`config.mk`:
```
export PLATFORM = sky130hd
export DESIGN_NAME = fetch_prefetch_queue
export DESIGN_NICKNAME = d
export VERILOG_FILES = /design/src/rtl/fetch_prefetch_queue.sv
export SDC_FILE = /design/constraint.sdc
export NUM_CORES = 1
export LEC_CHECK = 0
export CELL_PAD_IN_SITES_DETAIL_PLACEMENT = 1
export CELL_PAD_IN_SITES_GLOBAL_PLACEMENT = 1
export CORE_MARGIN = 2
export CORE_UTILIZATION = 44
export DETAILED_ROUTE_END_ITERATION = 16
export PLACE_DENSITY_LB_ADDON = 0.05
export SLEW_MARGIN = 20
export SYNTH_ARGS = -nofsm -noshare
export SYNTH_HDL_FRONTEND = slang
export SYNTH_SLANG_ARGS = --single-unit
```
`constraint.sdc`:
```
create_clock -name CLK -period 5.7 [get_ports CLK]
set_input_delay 1.425 -clock CLK [delete_from_list [all_inputs] [get_ports CLK]]
set_output_delay 1.425 -clock CLK [all_outputs]
set_load 0.02 [all_outputs]
```
`src/rtl/fetch_prefetch_queue.sv`:
```
// Fetch stage: one-outstanding I-cache requester feeding a DEPTH-entry {PC,IR,IAM,IAF} queue and the DE latch.
// Redirects flush queue and DE, mark any in-flight response stale; DE_STALL holds DE and backs the queue up into fetch.
module fetch_prefetch_queue #(
  parameter int              XLEN     = 64,
  parameter int              ILEN     = 32,
  parameter int              DEPTH    = 4,
  parameter logic [XLEN-1:0] RESET_PC = '0
) (
  input  logic                     CLK,
  input  logic                     RESET_N,
  output logic                     IC_REQ_V,
  output logic [XLEN-1:0]          IC_REQ_PC,
  input  logic                     IC_REQ_RDY,
  input  logic                     IC_RESP_V,
  input  logic [ILEN-1:0]          IC_RESP_IR,
  input  logic                     IC_RESP_FAULT,
  input  logic                     TRAP_V,
  input  logic [XLEN-1:0]          TRAP_VEC,
  input  logic                     BR_V,
  input  logic [XLEN-1:0]          BR_PC,
  input  logic                     DE_STALL,
  output logic                     DE_V,
  output logic [ILEN-1:0]          DE_IR,
  output logic [XLEN-1:0]          DE_PC,
  output logic [XLEN-1:0]          DE_NPC,
  output logic                     DE_IAM,
  output logic                     DE_IAF,
  output logic [$clog2(DEPTH):0]   Q_COUNT
);

  localparam int AW = $clog2(DEPTH);

  typedef enum logic [1:0] {S_FETCH, S_WAIT, S_HALT} state_t;

  state_t          r_state;
  logic [XLEN-1:0] r_fe_pc;
  logic            r_out;
  logic            r_stale;

  logic [XLEN-1:0] r_q_pc  [DEPTH];
  logic [ILEN-1:0] r_q_ir  [DEPTH];
  logic            r_q_iam [DEPTH];
  logic            r_q_iaf [DEPTH];
  logic [AW-1:0]   r_wptr;
  logic [AW-1:0]   r_rptr;
  logic [AW:0]     r_count;

  logic            r_de_v;
  logic [ILEN-1:0] r_de_ir;
  logic [XLEN-1:0] r_de_pc;
  logic [XLEN-1:0] r_de_npc;
  logic            r_de_iam;
  logic            r_de_iaf;

  logic            w_flush;
  logic [XLEN-1:0] w_target;
  logic            w_aligned;
  logic            w_space;
  logic            w_req_v;
  logic            w_issue;
  logic            w_resp_ok;
  logic            w_mis_enq;
  logic            w_enq;
  logic            w_deq;
  logic            w_inflight;
  logic [ILEN-1:0] w_enq_ir;

  assign w_flush   = TRAP_V | BR_V;
  assign w_target  = TRAP_V ? TRAP_VEC : BR_PC;
  assign w_aligned = (r_fe_pc[1:0] == 2'b00);
  assign w_space   = (r_count + (AW+1)'(r_out)) < (AW+1)'(DEPTH);

  // Issue is suppressed during reset and in the flush cycle so no request ever targets a dead path.
  assign w_req_v   = RESET_N & ~w_flush & (r_state == S_FETCH) & w_aligned
                   & ~r_out & ~r_stale & w_space;
  assign w_issue   = w_req_v & IC_REQ_RDY;
  assign w_resp_ok = IC_RESP_V & ~r_stale & r_out & (r_state == S_WAIT) & ~w_flush;
  assign w_mis_enq = ~w_flush & (r_state == S_FETCH) & ~w_aligned & w_space;
  assign w_enq     = w_resp_ok | w_mis_enq;
  assign w_enq_ir  = w_mis_enq ? ILEN'(32'h0000_0013) : IC_RESP_IR;
  assign w_deq     = ~w_flush & ~DE_STALL & (r_count != '0);
  // A response returning in the flush cycle retires the in-flight request, so nothing is left stale.
  assign w_inflight = (r_out | r_stale) & ~IC_RESP_V;

  always_ff @(posedge CLK or negedge RESET_N) begin
    if (!RESET_N) begin
      r_state <= S_FETCH;
      r_fe_pc <= RESET_PC;
      r_out   <= 1'b0;
      r_stale <= 1'b0;
    end else if (w_flush) begin
      r_state <= S_FETCH;
      r_fe_pc <= w_target;
      r_out   <= 1'b0;
      r_stale <= w_inflight;
    end else begin
      if (IC_RESP_V && r_stale) r_stale <= 1'b0;
      case (r_state)
        S_FETCH: begin
          if (w_issue) begin
            r_out   <= 1'b1;
            r_state <= S_WAIT;
          end else if (w_mis_enq) begin
            r_state <= S_HALT;
          end
        end
        S_WAIT: begin
          if (w_resp_ok) begin
            r_out <= 1'b0;
            if (IC_RESP_FAULT) begin
              r_state <= S_HALT;
            end else begin
              r_fe_pc <= r_fe_pc + XLEN'(4);
              r_state <= S_FETCH;
            end
          end
        end
        default: ;
      endcase
    end
  end

  always_ff @(posedge CLK) begin
    if (w_enq) begin
      r_q_pc[r_wptr]  <= r_fe_pc;
      r_q_ir[r_wptr]  <= w_enq_ir;
      r_q_iam[r_wptr] <= w_mis_enq;
      r_q_iaf[r_wptr] <= w_resp_ok & IC_RESP_FAULT;
    end
  end

  always_ff @(posedge CLK or negedge RESET_N) begin
    if (!RESET_N) begin
      r_wptr  <= '0;
      r_rptr  <= '0;
      r_count <= '0;
    end else if (w_flush) begin
      r_wptr  <= '0;
      r_rptr  <= '0;
      r_count <= '0;
    end else begin
      if (w_enq) r_wptr <= r_wptr + AW'(1);
      if (w_deq) r_rptr <= r_rptr + AW'(1);
      r_count <= r_count + (AW+1)'(w_enq) - (AW+1)'(w_deq);
    end
  end

  always_ff @(posedge CLK or negedge RESET_N) begin
    if (!RESET_N) begin
      r_de_v   <= 1'b0;
      r_de_ir  <= '0;
      r_de_pc  <= '0;
      r_de_npc <= '0;
      r_de_iam <= 1'b0;
      r_de_iaf <= 1'b0;
    end else if (w_flush) begin
      r_de_v <= 1'b0;
    end else if (!DE_STALL) begin
      if (w_deq) begin
        r_de_v   <= 1'b1;
        r_de_ir  <= r_q_ir[r_rptr];
        r_de_pc  <= r_q_pc[r_rptr];
        r_de_npc <= r_q_pc[r_rptr] + XLEN'(4);
        r_de_iam <= r_q_iam[r_rptr];
        r_de_iaf <= r_q_iaf[r_rptr];
      end else begin
        r_de_v <= 1'b0;
      end
    end
  end

  assign IC_REQ_V  = w_req_v;
  assign IC_REQ_PC = r_fe_pc;
  assign DE_V      = r_de_v;
  assign DE_IR     = r_de_ir;
  assign DE_PC     = r_de_pc;
  assign DE_NPC    = r_de_npc;
  assign DE_IAM    = r_de_iam;
  assign DE_IAF    = r_de_iaf;
  assign Q_COUNT   = r_count;

endmodule
```
==> results of run 1 <==
synth_stat cells (3+ instances only):
cell type	count
a22oi_1	26
nor4_1	13
xor2_1	59
o31ai_1	5
xnor2_1	35
and4_4	3
o21ai_1	23
nand4_1	31
nor3_1	18
and4_1	16
buf_6	3
mux2i_1	21
a21oi_1	52
a31oi_1	4
o21ai_0	100
nand3_1	52
buf_2	12
o21a_1	6
o22ai_1	9
nand2b_1	8
or2_2	3
clkbuf_1	70
and2_1	44
dfrtp_1	236
or3_1	6
ha_1	8
a2bb2oi_1	4
buf_12	4
and3_1	23
nand2_1	450
mux4_2	97
nor2b_1	5
nor2_1	54
buf_4	5
inv_1	19
buf_1	10
edfxtp_1	392
final cells by class:
cell class	count	area, um2
antenna	2	5.00
tap	782	978
inverter	19	73.8
clock inverter	30	272
timing repair buffer	430	4290
fill	5964	26400
sequential	628	17700
clock buffer	98	1950
multi-input combinational	1215	8330
power groups by stage:
stage / registers, W / clock network [W] / logic, W
4_1_cts: 0.00560 / 0.00448 / 0.00179
3_3_place_gp: 0.00566 / 0 / 0.00175
3_5_place_dp: 0.00569 / 0 / 0.00178
5_1_grt: 0.00564 / 0.00464 / 0.00189
2_1_floorplan: 0.00590 / 0 / 0.000458
6_report: 0.00560 / 0.00438 / 0.00177
layer usage:
metal,track usage,vias up,share of wire
li1,-,7991,-
met1,0.360,9171,0.44
met2,0.423,537,0.48
met3,0.0366,94,0.053
met4,0.0726,0,0.023
met5,0,-,0
path summary, 6_finish.rpt:
check                                       from                     end  slack [ns]  depth (start not counted)
min in group asynchronous                RESET_N   DE_IR[26]$_DFFE_PN0P_        0.66                          1
hold reg to reg            DE_IR[18]$_DFFE_PN0P_   DE_IR[18]$_DFFE_PN0P_        0.47                          2
hold / removal             DE_IR[18]$_DFFE_PN0P_   DE_IR[18]$_DFFE_PN0P_        0.47                          2
setup / recovery                            BR_V                IC_REQ_V        0.87                          5
setup reg to reg           r_rptr[0]$_DFFE_PN0P_  DE_NPC[45]$_DFFE_PN0P_        1.83                          8
max in group asynchronous                RESET_N   r_rptr[1]$_DFFE_PN0P_        3.09                          3
stage by stage:
step           instances   util  power, W  setup WS [ns]  hold WS [ns]
2_1_floorplan       1967      -   0.00636           1.01         0.475
3_3_place_gp        3074  0.522   0.00741          0.869         0.457
3_5_place_dp        3074  0.522   0.00747          0.868         0.464
4_1_cts             3202  0.559    0.0119          0.849         0.479
5_1_grt             3203  0.560    0.0122          0.833         0.499
6_report            3204  0.560    0.0117          0.873         0.473
flip-flops by register name (all words and copies together) (netlist names), 2 cells and up:
register / count
r_q_iaf: 4
DE_NPC: 62
r_q_ir: 128
DE_PC: 64
r_q_pc: 256
DE_IR: 32
IC_REQ_PC: 64
r_state: 2
r_wptr: 2
Q_COUNT: 3
r_q_iam: 4
r_rptr: 2
worst max-delay path: cells and delay by family:
kind	cells	cell delay (ns)
buffers and inverters	2	0.79
AND/OR/NAND/NOR	3	1.17
cell families (layout without fill, tap and decap cells):
| group | after synthesis | count (layout) |
|---|---|---|
| and+or+nand+nor | 751 | 751 |
| DFF | 628 | 628 |
| AOI/OAI and AO/OA | 241 | 241 |
| buffers and inverters | 124 | 577 |
| muxes | 120 | 120 |
| xor gates and xnor gates | 94 | 94 |
| adders and majority gates | 9 | 9 |
| other | 0 | 2 |
==> summary.txt, run 1 <==
Commonest non-fill, non-tap cell in the layout -> nand2_1
GP Congestion -> 0.831
Worst hold path class -> reg2reg
Yosys warns -> 0
Gr ovfl total -> 0
First-pass GRT wire length -> 120 mm
Post-Synth Adder-Cell Area -> 0.00452
Row cnt -> 90
Syn Area/Cell -> 13.5 um2
CTS Buf Count -> 70
Setup Viol. Count Final -> 0
Most frequent cells in the layout -> nand2_1, clkdlybuf4s50_1, edfxtp_1
Crit path DAT -> 3.40 ns
Post-DP HPWL -> 55.2 mm
Syn Std Cell Area -> 26600 um2
Crit-path max cell delay -> 0.67 ns
Post-CTS setup buffer count -> 0
CP Capture Type -> primary output
Total Routing Usage GR -> 0.257
Maximum vdd drop -> 0.236 mV
I/O Buffers -> 398
Core Region -> 60000 um2
Fin area -> 33600 um2
# nets final -> 2541
Cell chain of the critical path -> buf_2, or2_2, or4_1, nor2_1, clkdlybuf4s50_1
CTS tree -> built
Fin crit share -> 0.847
Synth Area in Simple Gates -> 0.133
Area growth, synth to finish -> 26.4%
Die Span Y -> 250 um
Initial antenna violation count -> 1
Slowest CP cell -> clkdlybuf4s50_1
Starting Density -> 0.443
Final Max Slew Viols -> 0
Max-slew headroom -> 0.300
Max Cap Violations -> 0
Status -> finished, final reports clean
Cells after synthesis -> 1967
Ys async rst share -> 0.376
CP startpoint kind -> primary input
Seq/Total Area, Yosys -> 0.665
Clock Power Share -> 0.373
Flops & latches, synth -> 628
Switching share of power -> 0.265
Post-synthesis xor/xnor area fraction -> 0.0310
Share of the synthesized area in the top cell type -> 0.443
Die X -> 250 um
Highest Clock Rate -> 207 MHz
Antenna-violating nets left -> 0
Fin Setup TNS -> 0 ns
Largest family of logic cells by synthesized area -> simple AND/OR/NAND/NOR gates
Synth cell types -> 68
LEAKAGE -> 12.5 nW
Fin crit period -> 4.83 ns
CP Class -> in2out
Clk_lat worst skew -> 0.61 ns
Vias in the first global route -> 19000
Post-DP Area -> 31300 um2
Ports -> 399
1st-iter DRT viols -> 1267
Synth area leader -> edfxtp_1
Avg Vias per Cell -> 5.55
Largest net degree at the start of global routing -> 224
CTS resizes -> 0
Worst-Margin Slew -> 1.04 ns
Syn Nets -> 2144
PD cells -> 350 nW/um2
EDFF count, synth -> 392
Drt first pass iters -> 5
Logic gate share of total power -> 0.150
Cell Int Power -> 0.00863 W
Maximum clock path buffer count -> 3
Clock sinks -> 628
Clock skew -> 0.0401 ns
Top FF cell, synth -> edfxtp_1
Synth top area cells -> edfxtp_1, dfrtp_1, mux4_2, nand2_1, xor2_1
Via count of the routed design -> 17800
Post-synthesis compound-gate area fraction -> 0.0518
Final WL -> 79.8 mm
Die Area -> 62400 um2
Worst-path clk slew -> 0.06 ns
Psw -> 0.00311 W
Post-DR wirelength/cell -> 24.9 um
Layout cell share with drive strength beyond 1 -> 0.110
Req. time, crit path -> 4.28 ns
Hold Buf Count CTS -> 0
Setup repair after global routing missed its margin -> no
Crit Path Max Fanout -> 2
Fin. Hold Viols -> 0
Mux cell area share after synthesis -> 0.0915
Clock Tree Root -> clkbuf_16
H-tree depth -> 3
Seq pwr share -> 0.477
DR DRC count -> 0
Power figures use the tool's default switching activity.
==> run 2, diff against run 1 <==
--- a/config.mk
+++ b/config.mk
@@ -8,7 +8,7 @@
 export CELL_PAD_IN_SITES_DETAIL_PLACEMENT = 1
 export CELL_PAD_IN_SITES_GLOBAL_PLACEMENT = 1
 export CORE_MARGIN = 2
-export CORE_UTILIZATION = 44
+export CORE_UTILIZATION = 40
 export DETAILED_ROUTE_END_ITERATION = 16
 export PLACE_DENSITY_LB_ADDON = 0.05
 export SLEW_MARGIN = 20
==> constraint.sdc (replaced) <==
create_clock -name CLK -period 4.4 [get_ports CLK]
set_input_delay 1.1 -clock CLK [delete_from_list [all_inputs] [get_ports CLK]]
set_output_delay 1.1 -clock CLK [all_outputs]
set_load 0.02 [all_outputs]
==> summary.txt, run 2 (same netlist as run 1, synthesis figures left out) <==
Clock Tree Root -> clkbuf_16
Hold Buf Count CTS -> 0 (unchanged)
Maximum clock path buffer count -> 3 (unchanged)
Post-CTS setup buffer count -> 0 (unchanged)
CP Capture Type -> primary output
Maximum vdd drop -> 0.288 mV (+22%)
Total Routing Usage GR -> 0.239 (-0.0184)
LEAKAGE -> 12.6 nW (+1.1%)
Drt first pass iters -> 6 (+1)
Die X -> 262 um (+4.8%)
Layout cell share with drive strength beyond 1 -> 0.118 (+0.00785)
CTS Buf Count -> 68 (-2.9%)
Fin. Hold Viols -> 0 (unchanged)
Worst hold path class -> in2async
Via count of the routed design -> 17900 (+0.71%)
Top Registers -> r_q_pc: 256 flops, r_q_ir: 128 flops
Largest reg by FF count -> r_q_pc
Clk_lat worst skew -> 0.60 ns (about the same)
Status -> finished, final reports clean
CTS tree -> built
Multi-input gate area -> 8320 um2 (-0.14%)
Core Region -> 65700 um2 (+9.5%)
Clock sinks -> 628 (unchanged)
Max Cap Violations -> 0 (unchanged)
Crit-path max cell delay -> 0.63 ns (-0.04 ns)
Crit Path Max Fanout -> 2 (unchanged)
Max-slew headroom -> 0.313 (+0.0135)
Initial antenna violation count -> 4 (+3)
CP startpoint kind -> primary input
Reg-to-reg startpoint -> r_rptr[0]$_DFFE_PN0P_
Worst-path clk slew -> 0.06 ns (about the same)
Req. time, crit path -> 3.30 ns (-0.98 ns)
GP Congestion -> 0.830 (about the same)
Highest Clock Rate -> 253 MHz
1st-iter DRT viols -> 1400 (+10%)
Fill count -> 6587 (+10%)
Antenna-violating nets left -> 0 (unchanged)
Final WL -> 81.0 mm (+1.5%)
I/O Buffers -> 398 (unchanged)
CTS resizes -> 0 (unchanged)
Setup repair after global routing missed its margin -> no
# nets final -> 2558 (+0.67%)
Largest net degree at the start of global routing -> 206 (-8.0%)
PD cells -> 453 nW/um2 (+30%)
Worst-Margin Slew -> 1.02 ns (-0.0218 ns)
Max FFs per register -> 256 (unchanged)
CP startpoint -> BR_V
Gr ovfl total -> 0 (unchanged)
Area growth, synth to finish -> 27.9%
Layout Cells excl Fill -> 3304 (+3.1%)
Fin crit period -> 3.95 ns
Vias in the first global route -> 19000 (+0.35%)
Die Span Y -> 262 um (+4.8%)
Starting Density -> 0.404 (-0.0386)
Crit path DAT -> 2.85 ns (-0.55 ns)
H-tree depth -> 3 (unchanged)
Row cnt -> 94 (+4.4%)
CP Class -> in2out
Ports -> 399 (unchanged)
Fin Setup TNS -> 0 ns (unchanged)
Avg Vias per Cell -> 5.42 (-2.3%)
Commonest non-fill, non-tap cell in the layout -> nand2_1
Fin crit share -> 0.897
Slowest CP cell -> clkdlybuf4s50_1
Most frequent cells in the layout -> nand2_1, clkdlybuf4s50_1, edfxtp_1
Clock skew -> 0.0262 ns (-0.0139 ns)
DR DRC count -> 0 (unchanged)
Reg area -> 17700 um2 (unchanged)
Die Area -> 68500 um2 (+9.8%)
Setup Viol. Count Final -> 0 (unchanged)
First-pass GRT wire length -> 122 mm (+1.0%)
Final Max Slew Viols -> 0 (unchanged)
Cell chain of the critical path -> buf_2, or2_2, or4_1, nor2_1, clkdlybuf4s50_1
Placed insts -> 3174 (+3.3%)
Post-DP HPWL -> 56.9 mm (+3.0%)
Post-DR wirelength/cell -> 24.5 um (-1.6%)
==> run 2: cell count changes in the layout (fill, tap and decap cells not counted), sizes merged <==
cell,previous run,this run
clkbuf,98,99
inv,20,21
bufinv,4,6
buf,35,54
clkinv,24,18
diode,2,3
==> run 2: report_power, final <==
part	leakage, nW	internal [W]	switching [W]
logic	4.85	0.00107	0.00125
registers	6.64	0.00678	0.000470
clock network	1.12	0.00347	0.00235
==> run 2: final cells by class <==
class,instances,share of cell area
inverter,19,0.00217
clock inverter,27,0.00958
multi-input combinational,1215,0.245
tap,864,0.0318
clock buffer,99,0.0577
timing repair buffer,449,0.133
antenna,3,0.000221
sequential,628,0.521
==> run 2: per-layer routing <==
layer,global-route usage,wire length [um],vias to the layer above
met5,0,0,-
met4,0.0765,1960,0
met3,0.0395,4900,90
met2,0.369,37700,547
met1,0.346,36400,9261
li1,-,-,8021
==> run 2: critical path: cells and delay by family <==
family,cells,cell delay (ns)
simple gates,3,1.02
buf+inv,2,0.73
==> run 2: metrics by stage <==
stage	total power (W)	hold WS, ns	worst slack, ns	utilization	area, um2
2_1_floorplan	0.00823	0.475	0.0331	-	26600
3_5_place_dp	0.00972	0.461	0.398	0.482	31700
5_1_grt	0.0160	0.332	0.370	0.517	34000
4_1_cts	0.0156	0.308	0.424	0.516	33900
6_report	0.0154	0.337	0.451	0.517	34000
3_3_place_gp	0.00966	0.461	0.390	0.482	31700
==> run 2: final timing paths <==
path | depth (start not counted) | slack [ns] | end
setup / recovery | 5 | 0.45 | IC_REQ_V
hold / removal | 1 | 0.34 | DE_IR[3]$_DFFE_PN0P_
setup reg to reg | 9 | 0.86 | DE_NPC[59]$_DFFE_PN0P_
hold reg to reg | 2 | 0.47 | DE_PC[49]$_DFFE_PN0P_
max in group asynchronous | 3 | 2.59 | DE_PC[40]$_DFFE_PN0P_
min in group CLK | 2 | 0.47 | DE_PC[49]$_DFFE_PN0P_
